## config.mk

```make
export PLATFORM = sky130hd
export DESIGN_NAME = char_phys_ctrl_flat
export DESIGN_NICKNAME = d
export VERILOG_FILES = /design/src/rtl/char_phys_ctrl_if.sv /design/src/rtl/char_phys_ctrl.sv /design/src/flat_wrapper.sv
export SDC_FILE = /design/constraint.sdc
export NUM_CORES = 1
export LEC_CHECK = 0
export CAP_MARGIN = 10
export CORE_ASPECT_RATIO = 0.9
export CORE_MARGIN = 2
export CORE_UTILIZATION = 25
export CTS_CLUSTER_SIZE = 20
export DETAILED_ROUTE_END_ITERATION = 10
export HOLD_SLACK_MARGIN = 0.1
export PLACE_DENSITY_LB_ADDON = 0.3
export SLEW_MARGIN = 10
export SYNTH_ARGS = -nofsm -noshare
export SYNTH_HDL_FRONTEND = slang
export SYNTH_SLANG_ARGS = --single-unit
```

## constraint.sdc

```tcl
create_clock -name clk -period 5.9 [get_ports clk]
set_input_delay 1.475 -clock clk [delete_from_list [all_inputs] [get_ports clk]]
set_output_delay 1.475 -clock clk [all_outputs]
set_load 0.01 [all_outputs]
```

## src/rtl/char_phys_ctrl_if.sv

```systemverilog
`default_nettype none
// ============================================================================
//  Module      : char_phys_ctrl_if
//  Description : Bundle between the input decoders / draw stages and the
//                character controller. Names are seen from the controller
//                side: i_* flow into it, o_* flow out of it.
//                  i_frame_tick  one-cycle pulse per frame
//                  i_stepleft / i_stepright / i_stepjump  movement requests
//                  i_mouse_left  attack request
//                  i_on_ground   platform contact
//                  i_dmg_valid / i_dmg_amt  damage pulse and amount
//                  i_heal_valid  +1 HP pulse
//                  o_pos_x / o_pos_y  sprite top-left
//                  o_char_hp, o_flip_h, o_draw_weapon, o_ground_lvl,
//                  o_invuln, o_alive  status
//  Revision    : 1.0 - initial release
// ============================================================================
interface char_phys_ctrl_if;
  logic        i_frame_tick;
  logic        i_stepleft;
  logic        i_stepright;
  logic        i_stepjump;
  logic        i_mouse_left;
  logic        i_on_ground;
  logic        i_dmg_valid;
  logic [3:0]  i_dmg_amt;
  logic        i_heal_valid;
  logic [11:0] o_pos_x;
  logic [11:0] o_pos_y;
  logic [3:0]  o_char_hp;
  logic        o_flip_h;
  logic        o_draw_weapon;
  logic        o_ground_lvl;
  logic        o_invuln;
  logic        o_alive;

  // Controller side
  modport slave (
    input  i_frame_tick, i_stepleft, i_stepright, i_stepjump, i_mouse_left,
           i_on_ground, i_dmg_valid, i_dmg_amt, i_heal_valid,
    output o_pos_x, o_pos_y, o_char_hp, o_flip_h, o_draw_weapon,
           o_ground_lvl, o_invuln, o_alive
  );

  // Driver side (decoders / draw stages / testbench)
  modport master (
    output i_frame_tick, i_stepleft, i_stepright, i_stepjump, i_mouse_left,
           i_on_ground, i_dmg_valid, i_dmg_amt, i_heal_valid,
    input  o_pos_x, o_pos_y, o_char_hp, o_flip_h, o_draw_weapon,
           o_ground_lvl, o_invuln, o_alive
  );
endinterface
`default_nettype wire

```

## src/rtl/char_phys_ctrl.sv

```systemverilog
`default_nettype none
// ============================================================================
//  Module      : char_phys_ctrl
//  Description : Frame-ticked character controller: horizontal stepping with
//                screen clamp, gravity jump arc with floor/platform landing,
//                HP with damage/heal and invulnerability frames, and a timed
//                weapon attack FSM. State advances only on i_frame_tick;
//                damage/heal pulses may arrive on any cycle and are held
//                until the next tick.
//  Ports       : clk  - pixel clock
//                rst  - synchronous active-high reset
//                bus  - char_phys_ctrl_if.slave (requests in, status out)
//  Revision    : 1.0 - initial release
// ============================================================================
module char_phys_ctrl #(
  parameter int SCREEN_W      = 1024,
  parameter int CHAR_W        = 32,
  parameter int CHAR_H        = 48,
  parameter int GROUND_Y      = 700,
  parameter int START_X       = 100,
  parameter int STEP_X        = 4,
  parameter int JUMP_V        = 14,
  parameter int GRAVITY       = 1,
  parameter int MAX_FALL      = 16,
  parameter int MAX_HP        = 10,
  parameter int INVULN_FRAMES = 60,
  parameter int ATK_FRAMES    = 12,
  parameter int ATK_COOLDOWN  = 20
) (
  input  wire logic       clk,
  input  wire logic       rst,
  char_phys_ctrl_if.slave bus
);

  localparam logic signed [12:0] c_STEP_X   = 13'(STEP_X);
  localparam logic signed [12:0] c_X_MAX    = 13'(SCREEN_W - CHAR_W);
  localparam logic signed [12:0] c_FLOOR_Y  = 13'(GROUND_Y - CHAR_H);
  localparam logic        [11:0] c_START_X  = 12'(START_X);
  localparam logic        [11:0] c_FLOOR_12 = 12'(GROUND_Y - CHAR_H);
  localparam logic signed [7:0]  c_JUMP_VEL = 8'(-JUMP_V);
  localparam logic signed [7:0]  c_GRAV     = 8'(GRAVITY);
  localparam logic signed [7:0]  c_MAX_FALL = 8'(MAX_FALL);
  localparam logic        [3:0]  c_MAX_HP   = 4'(MAX_HP);
  localparam logic        [7:0]  c_INV_INIT = 8'(INVULN_FRAMES);
  localparam logic        [7:0]  c_ATK_LAST = 8'(ATK_FRAMES - 1);
  localparam logic        [7:0]  c_CD_LAST  = 8'(ATK_COOLDOWN - 1);

  // Motion FSM
  localparam logic [1:0] c_MV_GROUNDED = 2'd0;
  localparam logic [1:0] c_MV_AIRBORNE = 2'd1;
  localparam logic [1:0] c_MV_DEAD     = 2'd2;

  // Attack FSM
  localparam logic [1:0] c_AT_READY    = 2'd0;
  localparam logic [1:0] c_AT_ACTIVE   = 2'd1;
  localparam logic [1:0] c_AT_COOLDOWN = 2'd2;

  logic [11:0]       r_pos_x, r_pos_y;
  logic signed [7:0] r_vel_y;
  logic [1:0]        r_mv_state;
  logic              r_flip;
  logic [3:0]        r_hp;
  logic [7:0]        r_inv_cnt;
  logic [1:0]        r_at_state;
  logic [7:0]        r_at_cnt;
  logic              r_dmg_pend;
  logic [3:0]        r_dmg_amt;
  logic              r_heal_pend;
  logic              r_draw, r_ground, r_invuln, r_alive;

  logic [11:0]        w_pos_x_nx, w_pos_y_nx;
  logic signed [7:0]  w_vel_nx, w_vel_grav;
  logic [1:0]         w_mv_nx, w_at_nx;
  logic               w_flip_nx;
  logic [3:0]         w_hp_nx, w_dmg_max, w_hp_sat;
  logic [7:0]         w_inv_nx, w_atc_nx;
  logic               w_dmg_any, w_heal_any, w_dies, w_tick, w_live;
  logic signed [12:0] w_x_dec, w_x_inc, w_y_sum;

  assign w_tick = bus.i_frame_tick;
  assign w_live = (r_mv_state != c_MV_DEAD);

  // Pulses arriving on the tick cycle itself join whatever is pending.
  assign w_dmg_any  = r_dmg_pend | bus.i_dmg_valid;
  assign w_heal_any = r_heal_pend | bus.i_heal_valid;
  always_comb begin
    w_dmg_max = r_dmg_amt;
    if (bus.i_dmg_valid) begin
      if (!r_dmg_pend || (bus.i_dmg_amt > r_dmg_amt)) w_dmg_max = bus.i_dmg_amt;
    end
  end
  assign w_hp_sat = (r_hp > w_dmg_max) ? (r_hp - w_dmg_max) : 4'd0;

  // HP / invulnerability
  always_comb begin
    w_hp_nx  = r_hp;
    w_inv_nx = r_inv_cnt;
    w_dies   = 1'b0;
    if (w_tick && w_live) begin
      if (w_dmg_any && (r_inv_cnt == 8'd0)) begin
        w_hp_nx  = w_hp_sat;
        w_inv_nx = c_INV_INIT;
        w_dies   = (w_hp_sat == 4'd0);
      end else begin
        if (r_inv_cnt != 8'd0) w_inv_nx = r_inv_cnt - 8'd1;
        if (w_heal_any && (r_hp < c_MAX_HP)) w_hp_nx = r_hp + 4'd1;
      end
    end
  end

  // Position arithmetic in 13-bit signed so under/overflow is visible
  // before clamping into the 12-bit outputs.
  assign w_x_dec = $signed({1'b0, r_pos_x}) - c_STEP_X;
  assign w_x_inc = $signed({1'b0, r_pos_x}) + c_STEP_X;
  assign w_y_sum = $signed({1'b0, r_pos_y}) + $signed({{5{r_vel_y[7]}}, r_vel_y});

  always_comb begin
    w_vel_grav = r_vel_y + c_GRAV;
    if (w_vel_grav > c_MAX_FALL) w_vel_grav = c_MAX_FALL;
  end

  // Motion
  always_comb begin
    w_pos_x_nx = r_pos_x;
    w_pos_y_nx = r_pos_y;
    w_vel_nx   = r_vel_y;
    w_mv_nx    = r_mv_state;
    w_flip_nx  = r_flip;
    if (w_tick && w_live) begin
      if (w_dies) begin
        // Position freezes on the killing tick itself.
        w_mv_nx = c_MV_DEAD;
      end else begin
        if (bus.i_stepleft && !bus.i_stepright) begin
          w_pos_x_nx = (w_x_dec < 13'sd0) ? 12'd0 : w_x_dec[11:0];
          w_flip_nx  = 1'b1;
        end else if (bus.i_stepright && !bus.i_stepleft) begin
          w_pos_x_nx = (w_x_inc > c_X_MAX) ? c_X_MAX[11:0] : w_x_inc[11:0];
          w_flip_nx  = 1'b0;
        end

        case (r_mv_state)
          c_MV_GROUNDED: begin
            if (bus.i_stepjump) begin
              w_vel_nx = c_JUMP_VEL;
              w_mv_nx  = c_MV_AIRBORNE;
            end else if (!bus.i_on_ground && ($signed({1'b0, r_pos_y}) < c_FLOOR_Y)) begin
              // Walked off a platform: start falling from rest.
              w_vel_nx = 8'sd0;
              w_mv_nx  = c_MV_AIRBORNE;
            end
          end
          c_MV_AIRBORNE: begin
            if (!r_vel_y[7] && (w_y_sum >= c_FLOOR_Y)) begin
              w_pos_y_nx = c_FLOOR_12;
              w_vel_nx   = 8'sd0;
              w_mv_nx    = c_MV_GROUNDED;
            end else if (!r_vel_y[7] && bus.i_on_ground) begin
              w_vel_nx = 8'sd0;
              w_mv_nx  = c_MV_GROUNDED;
            end else if (w_y_sum < 13'sd0) begin
              // Head hit the top of the screen: kill upward speed.
              w_pos_y_nx = 12'd0;
              w_vel_nx   = 8'sd0;
            end else begin
              w_pos_y_nx = w_y_sum[11:0];
              w_vel_nx   = w_vel_grav;
            end
          end
          default: ;
        endcase
      end
    end
  end

  // Attack. A held button re-fires straight out of cooldown so the
  // weapon period is exactly ATK_FRAMES + ATK_COOLDOWN.
  always_comb begin
    w_at_nx  = r_at_state;
    w_atc_nx = r_at_cnt;
    if (w_tick) begin
      if (!w_live || w_dies) begin
        w_at_nx  = c_AT_READY;
        w_atc_nx = 8'd0;
      end else begin
        case (r_at_state)
          c_AT_READY: begin
            if (bus.i_mouse_left) begin
              w_at_nx  = c_AT_ACTIVE;
              w_atc_nx = c_ATK_LAST;
            end
          end
          c_AT_ACTIVE: begin
            if (r_at_cnt == 8'd0) begin
              w_at_nx  = c_AT_COOLDOWN;
              w_atc_nx = c_CD_LAST;
            end else begin
              w_atc_nx = r_at_cnt - 8'd1;
            end
          end
          c_AT_COOLDOWN: begin
            if (r_at_cnt != 8'd0) begin
              w_atc_nx = r_at_cnt - 8'd1;
            end else if (bus.i_mouse_left) begin
              w_at_nx  = c_AT_ACTIVE;
              w_atc_nx = c_ATK_LAST;
            end else begin
              w_at_nx  = c_AT_READY;
            end
          end
          default: begin
            w_at_nx  = c_AT_READY;
            w_atc_nx = 8'd0;
          end
        endcase
      end
    end
  end

  always_ff @(posedge clk) begin
    if (rst) begin
      r_pos_x     <= c_START_X;
      r_pos_y     <= c_FLOOR_12;
      r_vel_y     <= 8'sd0;
      r_mv_state  <= c_MV_GROUNDED;
      r_flip      <= 1'b0;
      r_hp        <= c_MAX_HP;
      r_inv_cnt   <= 8'd0;
      r_at_state  <= c_AT_READY;
      r_at_cnt    <= 8'd0;
      r_dmg_pend  <= 1'b0;
      r_dmg_amt   <= 4'd0;
      r_heal_pend <= 1'b0;
      r_draw      <= 1'b0;
      r_ground    <= 1'b1;
      r_invuln    <= 1'b0;
      r_alive     <= 1'b1;
    end else begin
      r_pos_x    <= w_pos_x_nx;
      r_pos_y    <= w_pos_y_nx;
      r_vel_y    <= w_vel_nx;
      r_mv_state <= w_mv_nx;
      r_flip     <= w_flip_nx;
      r_hp       <= w_hp_nx;
      r_inv_cnt  <= w_inv_nx;
      r_at_state <= w_at_nx;
      r_at_cnt   <= w_atc_nx;
      r_draw     <= (w_at_nx == c_AT_ACTIVE);
      r_ground   <= (w_mv_nx == c_MV_GROUNDED);
      r_invuln   <= (w_inv_nx != 8'd0);
      r_alive    <= (w_mv_nx != c_MV_DEAD);
      if (w_tick) begin
        r_dmg_pend  <= 1'b0;
        r_dmg_amt   <= 4'd0;
        r_heal_pend <= 1'b0;
      end else begin
        r_dmg_pend  <= w_dmg_any;
        r_dmg_amt   <= w_dmg_max;
        r_heal_pend <= w_heal_any;
      end
    end
  end

  assign bus.o_pos_x       = r_pos_x;
  assign bus.o_pos_y       = r_pos_y;
  assign bus.o_char_hp     = r_hp;
  assign bus.o_flip_h      = r_flip;
  assign bus.o_draw_weapon = r_draw;
  assign bus.o_ground_lvl  = r_ground;
  assign bus.o_invuln      = r_invuln;
  assign bus.o_alive       = r_alive;

endmodule
`default_nettype wire

```

## src/flat_wrapper.sv

```systemverilog
// flat-port wrapper written by rule: the top's interface ports become plain ports
module char_phys_ctrl_flat 
#(
  parameter int SCREEN_W      = 1024,
  parameter int CHAR_W        = 32,
  parameter int CHAR_H        = 48,
  parameter int GROUND_Y      = 700,
  parameter int START_X       = 100,
  parameter int STEP_X        = 4,
  parameter int JUMP_V        = 14,
  parameter int GRAVITY       = 1,
  parameter int MAX_FALL      = 16,
  parameter int MAX_HP        = 10,
  parameter int INVULN_FRAMES = 60,
  parameter int ATK_FRAMES    = 12,
  parameter int ATK_COOLDOWN  = 20
)
  (clk, rst, bus_i_frame_tick, bus_i_stepleft, bus_i_stepright, bus_i_stepjump, bus_i_mouse_left, bus_i_on_ground, bus_i_dmg_valid, bus_i_dmg_amt, bus_i_heal_valid, bus_o_pos_x, bus_o_pos_y, bus_o_char_hp, bus_o_flip_h, bus_o_draw_weapon, bus_o_ground_lvl, bus_o_invuln, bus_o_alive);
  char_phys_ctrl_if bus_i ();
  input  wire logic clk;
  input  wire logic rst;
  input wire logic [$bits(bus_i.i_frame_tick)-1:0] bus_i_frame_tick;
  input wire logic [$bits(bus_i.i_stepleft)-1:0] bus_i_stepleft;
  input wire logic [$bits(bus_i.i_stepright)-1:0] bus_i_stepright;
  input wire logic [$bits(bus_i.i_stepjump)-1:0] bus_i_stepjump;
  input wire logic [$bits(bus_i.i_mouse_left)-1:0] bus_i_mouse_left;
  input wire logic [$bits(bus_i.i_on_ground)-1:0] bus_i_on_ground;
  input wire logic [$bits(bus_i.i_dmg_valid)-1:0] bus_i_dmg_valid;
  input wire logic [$bits(bus_i.i_dmg_amt)-1:0] bus_i_dmg_amt;
  input wire logic [$bits(bus_i.i_heal_valid)-1:0] bus_i_heal_valid;
  output wire logic [$bits(bus_i.o_pos_x)-1:0] bus_o_pos_x;
  output wire logic [$bits(bus_i.o_pos_y)-1:0] bus_o_pos_y;
  output wire logic [$bits(bus_i.o_char_hp)-1:0] bus_o_char_hp;
  output wire logic [$bits(bus_i.o_flip_h)-1:0] bus_o_flip_h;
  output wire logic [$bits(bus_i.o_draw_weapon)-1:0] bus_o_draw_weapon;
  output wire logic [$bits(bus_i.o_ground_lvl)-1:0] bus_o_ground_lvl;
  output wire logic [$bits(bus_i.o_invuln)-1:0] bus_o_invuln;
  output wire logic [$bits(bus_i.o_alive)-1:0] bus_o_alive;
  assign bus_i.i_frame_tick = bus_i_frame_tick;
  assign bus_i.i_stepleft = bus_i_stepleft;
  assign bus_i.i_stepright = bus_i_stepright;
  assign bus_i.i_stepjump = bus_i_stepjump;
  assign bus_i.i_mouse_left = bus_i_mouse_left;
  assign bus_i.i_on_ground = bus_i_on_ground;
  assign bus_i.i_dmg_valid = bus_i_dmg_valid;
  assign bus_i.i_dmg_amt = bus_i_dmg_amt;
  assign bus_i.i_heal_valid = bus_i_heal_valid;
  assign bus_o_pos_x = bus_i.o_pos_x;
  assign bus_o_pos_y = bus_i.o_pos_y;
  assign bus_o_char_hp = bus_i.o_char_hp;
  assign bus_o_flip_h = bus_i.o_flip_h;
  assign bus_o_draw_weapon = bus_i.o_draw_weapon;
  assign bus_o_ground_lvl = bus_i.o_ground_lvl;
  assign bus_o_invuln = bus_i.o_invuln;
  assign bus_o_alive = bus_i.o_alive;
  char_phys_ctrl #(.SCREEN_W(SCREEN_W), .CHAR_W(CHAR_W), .CHAR_H(CHAR_H), .GROUND_Y(GROUND_Y), .START_X(START_X), .STEP_X(STEP_X), .JUMP_V(JUMP_V), .GRAVITY(GRAVITY), .MAX_FALL(MAX_FALL), .MAX_HP(MAX_HP), .INVULN_FRAMES(INVULN_FRAMES), .ATK_FRAMES(ATK_FRAMES), .ATK_COOLDOWN(ATK_COOLDOWN)) u_core (.clk(clk), .rst(rst), .bus(bus_i));
endmodule
```

==> Word-level counts from Yosys, hierarchy flattened <==
Index checks and enable logic that the tools add are counted.
{ "word_totals": {"inputBits": 14, "wordCells": 122, "regBits": 67} }
{ "classes": {"eq_ne": 8, "n_lt_le_gt_ge": 9, "n_bitwise": 3, "mux": 45, "reduce_logical": 33, "add_sub_neg": 8} }
{ "ops": {"columns": ["op", "n"], "rows": [
  ["$mux W8", 13],
  ["$mux W12", 7],
  ["$lt A13 B1 Y1 const B", 2],
  ["$pmux W8 S3", 1],
  ["$reduce_bool A8 Y1", 3],
  ["$mux W2", 11],
  ["$mux W4", 5],
  ["$logic_not A8 Y1", 2],
  ["$pmux W8 S2", 1],
  ["$sub A8 B1 Y8 const B", 2],
  ["$add A12 B3 Y13 const B", 1],
  ["$add A13 B8 Y13", 1],
  ["$ge A13 B11 Y1 const B", 1],
  ["$gt A13 B11 Y1 const B", 1],
  ["$sub A12 B3 Y13 const B", 1],
  ["$lt A12 B10 Y1 const B", 1],
  ["$add A8 B2 Y8 const B", 1],
  ["$gt A4 B4 Y1", 2],
  ["$gt A8 B6 Y1 const B", 1],
  ["$logic_and A1 B1 Y1", 8],
  ["$reduce_and A4 Y1", 2],
  ["$eq A2 B1 Y1 const B", 3],
  ["$logic_not A1 Y1", 6],
  ["$logic_not A2 Y1", 3],
  ["18 further kinds", 27]
]} }

==> Logic depth before layout (Yosys ltp) <==
{ "logic_depth": {"word_depth": 13, "depth_mapped": 18} }

==> Worst setup path after synthesis <==
OpenSTA, ideal clock, no wires.
{ "synth_path": {"kind": "input port to flip-flop", "startpoint": "input port bus_i_dmg_amt[1]", "endpoint": "register u_core.r_vel_y[3]", "cell_stages": 16, "arrival_time_ps": 5037, "n_path_buf": 1, "t_required_ps": 5780, "setup_time_ps": 120, "path_slack_ps": 743, "path_cell_list": "ha_1 -> nor2b_1 -> o31a_1 -> o21ai_0 -> a21boi_0 -> mux2_2 -> ha_1 -> inv_1 -> ha_1 -> or4b_1 -> nor3_1 -> a41oi_2 -> and4_1 -> buf_2 -> and4b_1 -> a211o_1"} }
{ "synth_via": {"elab_chain_cells": 11} }
{ "synth_lines": {"columns": ["element", "line_no", "text"], "rows": [
  ["start: declaration", "flat_wrapper.sv:29", "input wire logic [$bits(bus_i.i_dmg_amt)-1:0] bus_i_dmg_amt;"],
  ["$gt A4 B4 Y1 (*)", "char_phys_ctrl.sv:89", "if (!r_dmg_pend || (bus.i_dmg_amt > r_dmg_amt)) w_dmg_max = bus.i_dmg_amt;"],
  ["$logic_or A1 B1 Y1 (*)", "char_phys_ctrl.sv:89", null],
  ["$mux W4 (*)", "char_phys_ctrl.sv:89", null],
  ["$mux W4 (*)", "char_phys_ctrl.sv:88", "if (bus.i_dmg_valid) begin"],
  ["named net u_core.w_dmg_max[0]", "char_phys_ctrl.sv:75", "logic [3:0] w_hp_nx, w_dmg_max, w_hp_sat;"],
  ["$sub A4 B4 Y4 or $gt A4 B4 Y1 (tied branches)", "char_phys_ctrl.sv:92", "assign w_hp_sat = (r_hp > w_dmg_max) ? (r_hp - w_dmg_max) : 4'd0;"],
  ["$mux W4 (*)", "char_phys_ctrl.sv:92", null],
  ["$logic_not A4 Y1 (*)", "char_phys_ctrl.sv:103", "w_dies = (w_hp_sat == 4'd0);"],
  ["$mux W1 (*)", "char_phys_ctrl.sv:100", "if (w_dmg_any && (r_inv_cnt == 8'd0)) begin"],
  ["$mux W1 (*)", "char_phys_ctrl.sv:99", "if (w_tick && w_live) begin"],
  ["$not A1 Y1 (no source line) (*)", null, null],
  ["$reduce_and A4 Y1 (no source line) (*)", null, null],
  ["end signal: assignment", "char_phys_ctrl.sv:241", "r_vel_y <= w_vel_nx;"],
  ["end: declaration", "char_phys_ctrl.sv:59", "logic signed [7:0] r_vel_y;"]
]} }
The timed path passes the listed nets; every way through them passes the cells marked *.
A chain may end at the register's enable or synchronous reset.

==> Final worst setup path <==
{ "layout_path": {"startpoint": "input port bus_i_dmg_amt[1]", "endpoint": "register u_core.r_draw (netlist: u_core.bus.o_draw_weapon)"} }
{ "layout_via": {"elab_chain_cells": 13} }
{ "layout_lines": {"columns": ["element", "line_no", "text"], "rows": [
  ["$gt A4 B4 Y1 (*)", "char_phys_ctrl.sv:89", null],
  ["$logic_or A1 B1 Y1 (*)", "char_phys_ctrl.sv:89", null],
  ["$mux W4 (*)", "char_phys_ctrl.sv:89", null],
  ["$mux W4 (*)", "char_phys_ctrl.sv:88", null],
  ["named net u_core.w_dmg_max[0]", "char_phys_ctrl.sv:75", null],
  ["$sub A4 B4 Y4 or $gt A4 B4 Y1 (tied branches)", "char_phys_ctrl.sv:92", null],
  ["$mux W4 (*)", "char_phys_ctrl.sv:92", null],
  ["$logic_not A4 Y1 (*)", "char_phys_ctrl.sv:103", null],
  ["$mux W1 (*)", "char_phys_ctrl.sv:100", null],
  ["$mux W1 (*)", "char_phys_ctrl.sv:99", null],
  ["$logic_or A1 B1 Y1 (*)", "char_phys_ctrl.sv:182", "if (!w_live || w_dies) begin"],
  ["$mux W2 (*)", "char_phys_ctrl.sv:182", null],
  ["$mux W2 (*)", "char_phys_ctrl.sv:181", "if (w_tick) begin"],
  ["$eq A2 B1 Y1 (*)", "char_phys_ctrl.sv:248", "r_draw <= (w_at_nx == c_AT_ACTIVE);"],
  ["end signal: assignment", "char_phys_ctrl.sv:248", null],
  ["end: declaration", "char_phys_ctrl.sv:69", "logic r_draw, r_ground, r_invuln, r_alive;"]
]} }
Marked as above.

==> run_results.csv <==
group,metric,value,unit
setup_path,cp_common_cell,"ha_1",
placed_design,port_buffers,44,
routing,drt_iter0_drc,362,
routing,dr_total_vias,5005,
clocking,cts_buffers,9,
power,power_density,341,mW/mm^2
global_routing,grt_pass1_wl,23.2,mm
setup_path,path_cells,"clkdlybuf4s50_1 > ha_1 > nor2b_1 > o31a_1 > o21ai_0 > a21boi_0 > mux2_2 > ha_1 > inv_1 > ha_1 > or4b_1 > nor3_1 > a41oi_2 > buf_4 > and2_1 > a32o_1 > and3_1",
clocking,cts_resized,0,
timing,fmax,181,MHz
clocking,clock_latency,0.34,ns
flow_run,drv_cap,0,
yosys,synthFlopType,"dfxtp_1",
timing,rsz0062_at_grt,"false",
yosys,postSynthAreaPerCell,7.69,sq um
clocking,cts_max_level,3,
timing,fin_skew,0.00850,ns
outcome,outcome,"finished clean",
clocking,cts_setup_buffers,0,
timing,period_share,0.935,
cells_and_area,drive_gt1_frac,0.0812,
clocking,clk_pin_slew_worst_paths,0.05,ns
timing,setup_tns,0,ns
setup_path,arrival,5.75,ns
yosys,ys_types,81,
setup_path,path_buf_inv,3,
timing,finalHoldViolCount,0,
placed_design,place_area,0.00582,sq mm
setup_path,cp_max_fo,4,
yosys,yosysWarnings,0,
floorplan,die_x,155,um
routing,vias_per_cell,5.23,
timing,slew_viol_final,0,
routing,drc,0,
global_routing,grt_antenna_before_repair,0,
clocking,cts_sinks,65,
timing,worst_pin_slew,0.887,ns
cells_and_area,post-route-util,0.305,
yosys,synth_edf_count,0,
clocking,root_buffer,"clkbuf_16",
placed_design,dp_hpwl,10.3,mm
routing,finalWirelength,14.2,mm
routing,drt_pass1_iterations,4,
setup_path,slowest_delay,0.57,ns
global_routing,track_usage,0.133,
clocking,clockBufferDepth,2,
timing,setup_viol,0,
hold_path,worstHoldPathType,"register to register",
yosys,syn-cell-area,0.00511,sq mm
cells_and_area,synthToLayoutAreaGrowth,19.4,%
cells_and_area,final_nets,740,
timing,relSlewSlack,0.405,
clocking,cts_tree,"done",
global_routing,grt_max_degree,54,
floorplan,die_h,140,um
routing,postRouteAntennaNets,0,
floorplan,core,0.0200,sq mm
setup_path,crit_family,"simple AND/OR/NAND/NOR gates",
global_routing,grt_pass1_vias,4450,
floorplan,initial_core_util,0.255,
placed_design,place_congestion,0.844,
setup_path,slowest_stage,"or4b_1",
timing,fin_crit,5.52,ns
floorplan,rows,49,
yosys,seq_area_frac_synth,0.254,
yosys,ys_seq_elements,65,
setup_path,required,6.13,ns
yosys,synthCells,665,
power,peakVddDrop,0.105,mV
setup_path,cp-start-kind,"input port",
floorplan,fp.dieArea,0.0216,sq mm
floorplan,io_pins,47,
global_routing,overflow,0,
clocking,hold_buffers,0,
cells_and_area,design_area,0.00611,sq mm
setup_path,worst_setup_path_end_kind,"register",
power,p_leak,2.25,nW
setup_path,worstSetupPathType,"input port to register",
cells_and_area,insertedDiodeCount,0,
routing,wire_per_inst,14.8,um
yosys,async_flop_share,0,
cells by family after synthesis:
kind of cell | after synthesis | share of synthesized area
AOI/OAI and AO/OA | 199 | 0.282
xor gates and xnor gates | 21 | 0.0360
adders and majority gates | 30 | 0.0744
buffers and inverters | 71 | 0.0568
DFF | 65 | 0.254
muxes | 16 | 0.0318
other | 1 | 0.000733
and+or+nand+nor | 262 | 0.264
registers in the layout (all words and copies together) (netlist names):
signal                    flops
u_core.r_vel_y                8
u_core.r_dmg_amt              4
u_core.r_heal_pend            1
u_core.r_at_cnt               8
u_core.bus.o_pos_x           10
u_core.bus.o_invuln           1
u_core.r_dmg_pend             1
u_core.bus.o_pos_y           12
u_core.r_at_state             2
u_core.r_inv_cnt              8
u_core.bus.o_ground_lvl       1
u_core.r_mv_state             2
u_core.bus.o_alive            1
u_core.bus.o_draw_weapon      1
u_core.bus.o_flip_h           1
u_core.bus.o_char_hp          4
worst reg2reg max path, stage by stage, from the launching register on:
cell and delay [ns]:
dfxtp_1 0.40, inv_1 0.07, ha_1 0.28, nor2b_1 0.20, o31a_1 0.20, o21ai_0 0.08, a21boi_0 0.34, mux2_2 0.41
ha_1 0.20, inv_1 0.08, ha_1 0.24, or4b_1 0.57, nor3_1 0.24, a41oi_2 0.21, buf_4 0.19, and2_1 0.21
a32o_1 0.25, and3_1 0.15
power breakdown:
group	internal, mW	switching, mW
Sequential	0.510	0.114
Combinational	0.395	0.522
Clock	0.338	0.203
Yosys cell counts, drive strengths merged, types with 13 or more instances:
cell type,n,area (sq um)
nor2,66,248
dfxtp,65,1300
nand2,55,206
a21oi,47,235
o21ai,33,165
clkbuf,32,120
inv,29,109
ha,28,350
nand3,23,120
nor3,19,100
nor2b,15,93.8
mux2i,14,140
nand2b,13,81.3
xnor2,13,114
path summary, 6_finish.rpt:
check                   startpoint                        to  slack, ns  depth (start not counted)
max               bus_i_dmg_amt[1]  u_core.bus.o_draw_weapon       0.38                         17
max reg2reg    u_core.r_dmg_amt[1]  u_core.bus.o_draw_weapon       1.48                         17
min          u_core.bus.o_pos_y[0]     u_core.bus.o_pos_y[0]       0.48                          2
min reg2reg  u_core.bus.o_pos_y[0]     u_core.bus.o_pos_y[0]       0.48                          2
stage by stage:
stage / total power [mW] / worst slack (ns) / hold WS, ns / std cells
floorplan: 1.30 / 0.743 / 0.437 / 666
global placement: 1.55 / 0.204 / 0.468 / 941
detailed placement: 1.54 / 0.0490 / 0.476 / 941
CTS: 2.10 / 0.409 / 0.485 / 957
global route: 2.25 / 0.0254 / 0.514 / 957
finish: 2.08 / 0.383 / 0.482 / 957
final cells by class:
class | instances | area (sq um)
multi-input combinational | 530 | 3530
inverter | 31 | 116
timing repair buffer | 60 | 556
clock buffer | 13 | 250
clock inverter | 3 | 40.0
fill | 2078 | 13900
tap | 255 | 319
sequential | 65 | 1300
placed cells by master (no fill, tap or decap), types with 14 or more instances in the layout:
cell type	synthesis	layout
dfxtp_1	65	65
mux2i_1	14	14
clkdlybuf4s50_1	0	43
o21ai_0	31	31
nor2b_1	15	15
nor2_1	66	66
a21oi_1	47	47
buf_4	3	16
nand2_1	55	55
inv_1	29	29
nor3_1	18	18
ha_1	28	28
nand3_1	22	22
routing by layer:
layer	up-vias	share of wire	wire, um	track usage
li1	2528	-	-	-
met1	2353	0.51	7280	0.190
met2	112	0.43	6080	0.196
met3	12	0.044	619	0.0293
met4	0	0.014	204	0.0473
met5	-	0	0	0
Power figures use the tool's default switching activity.
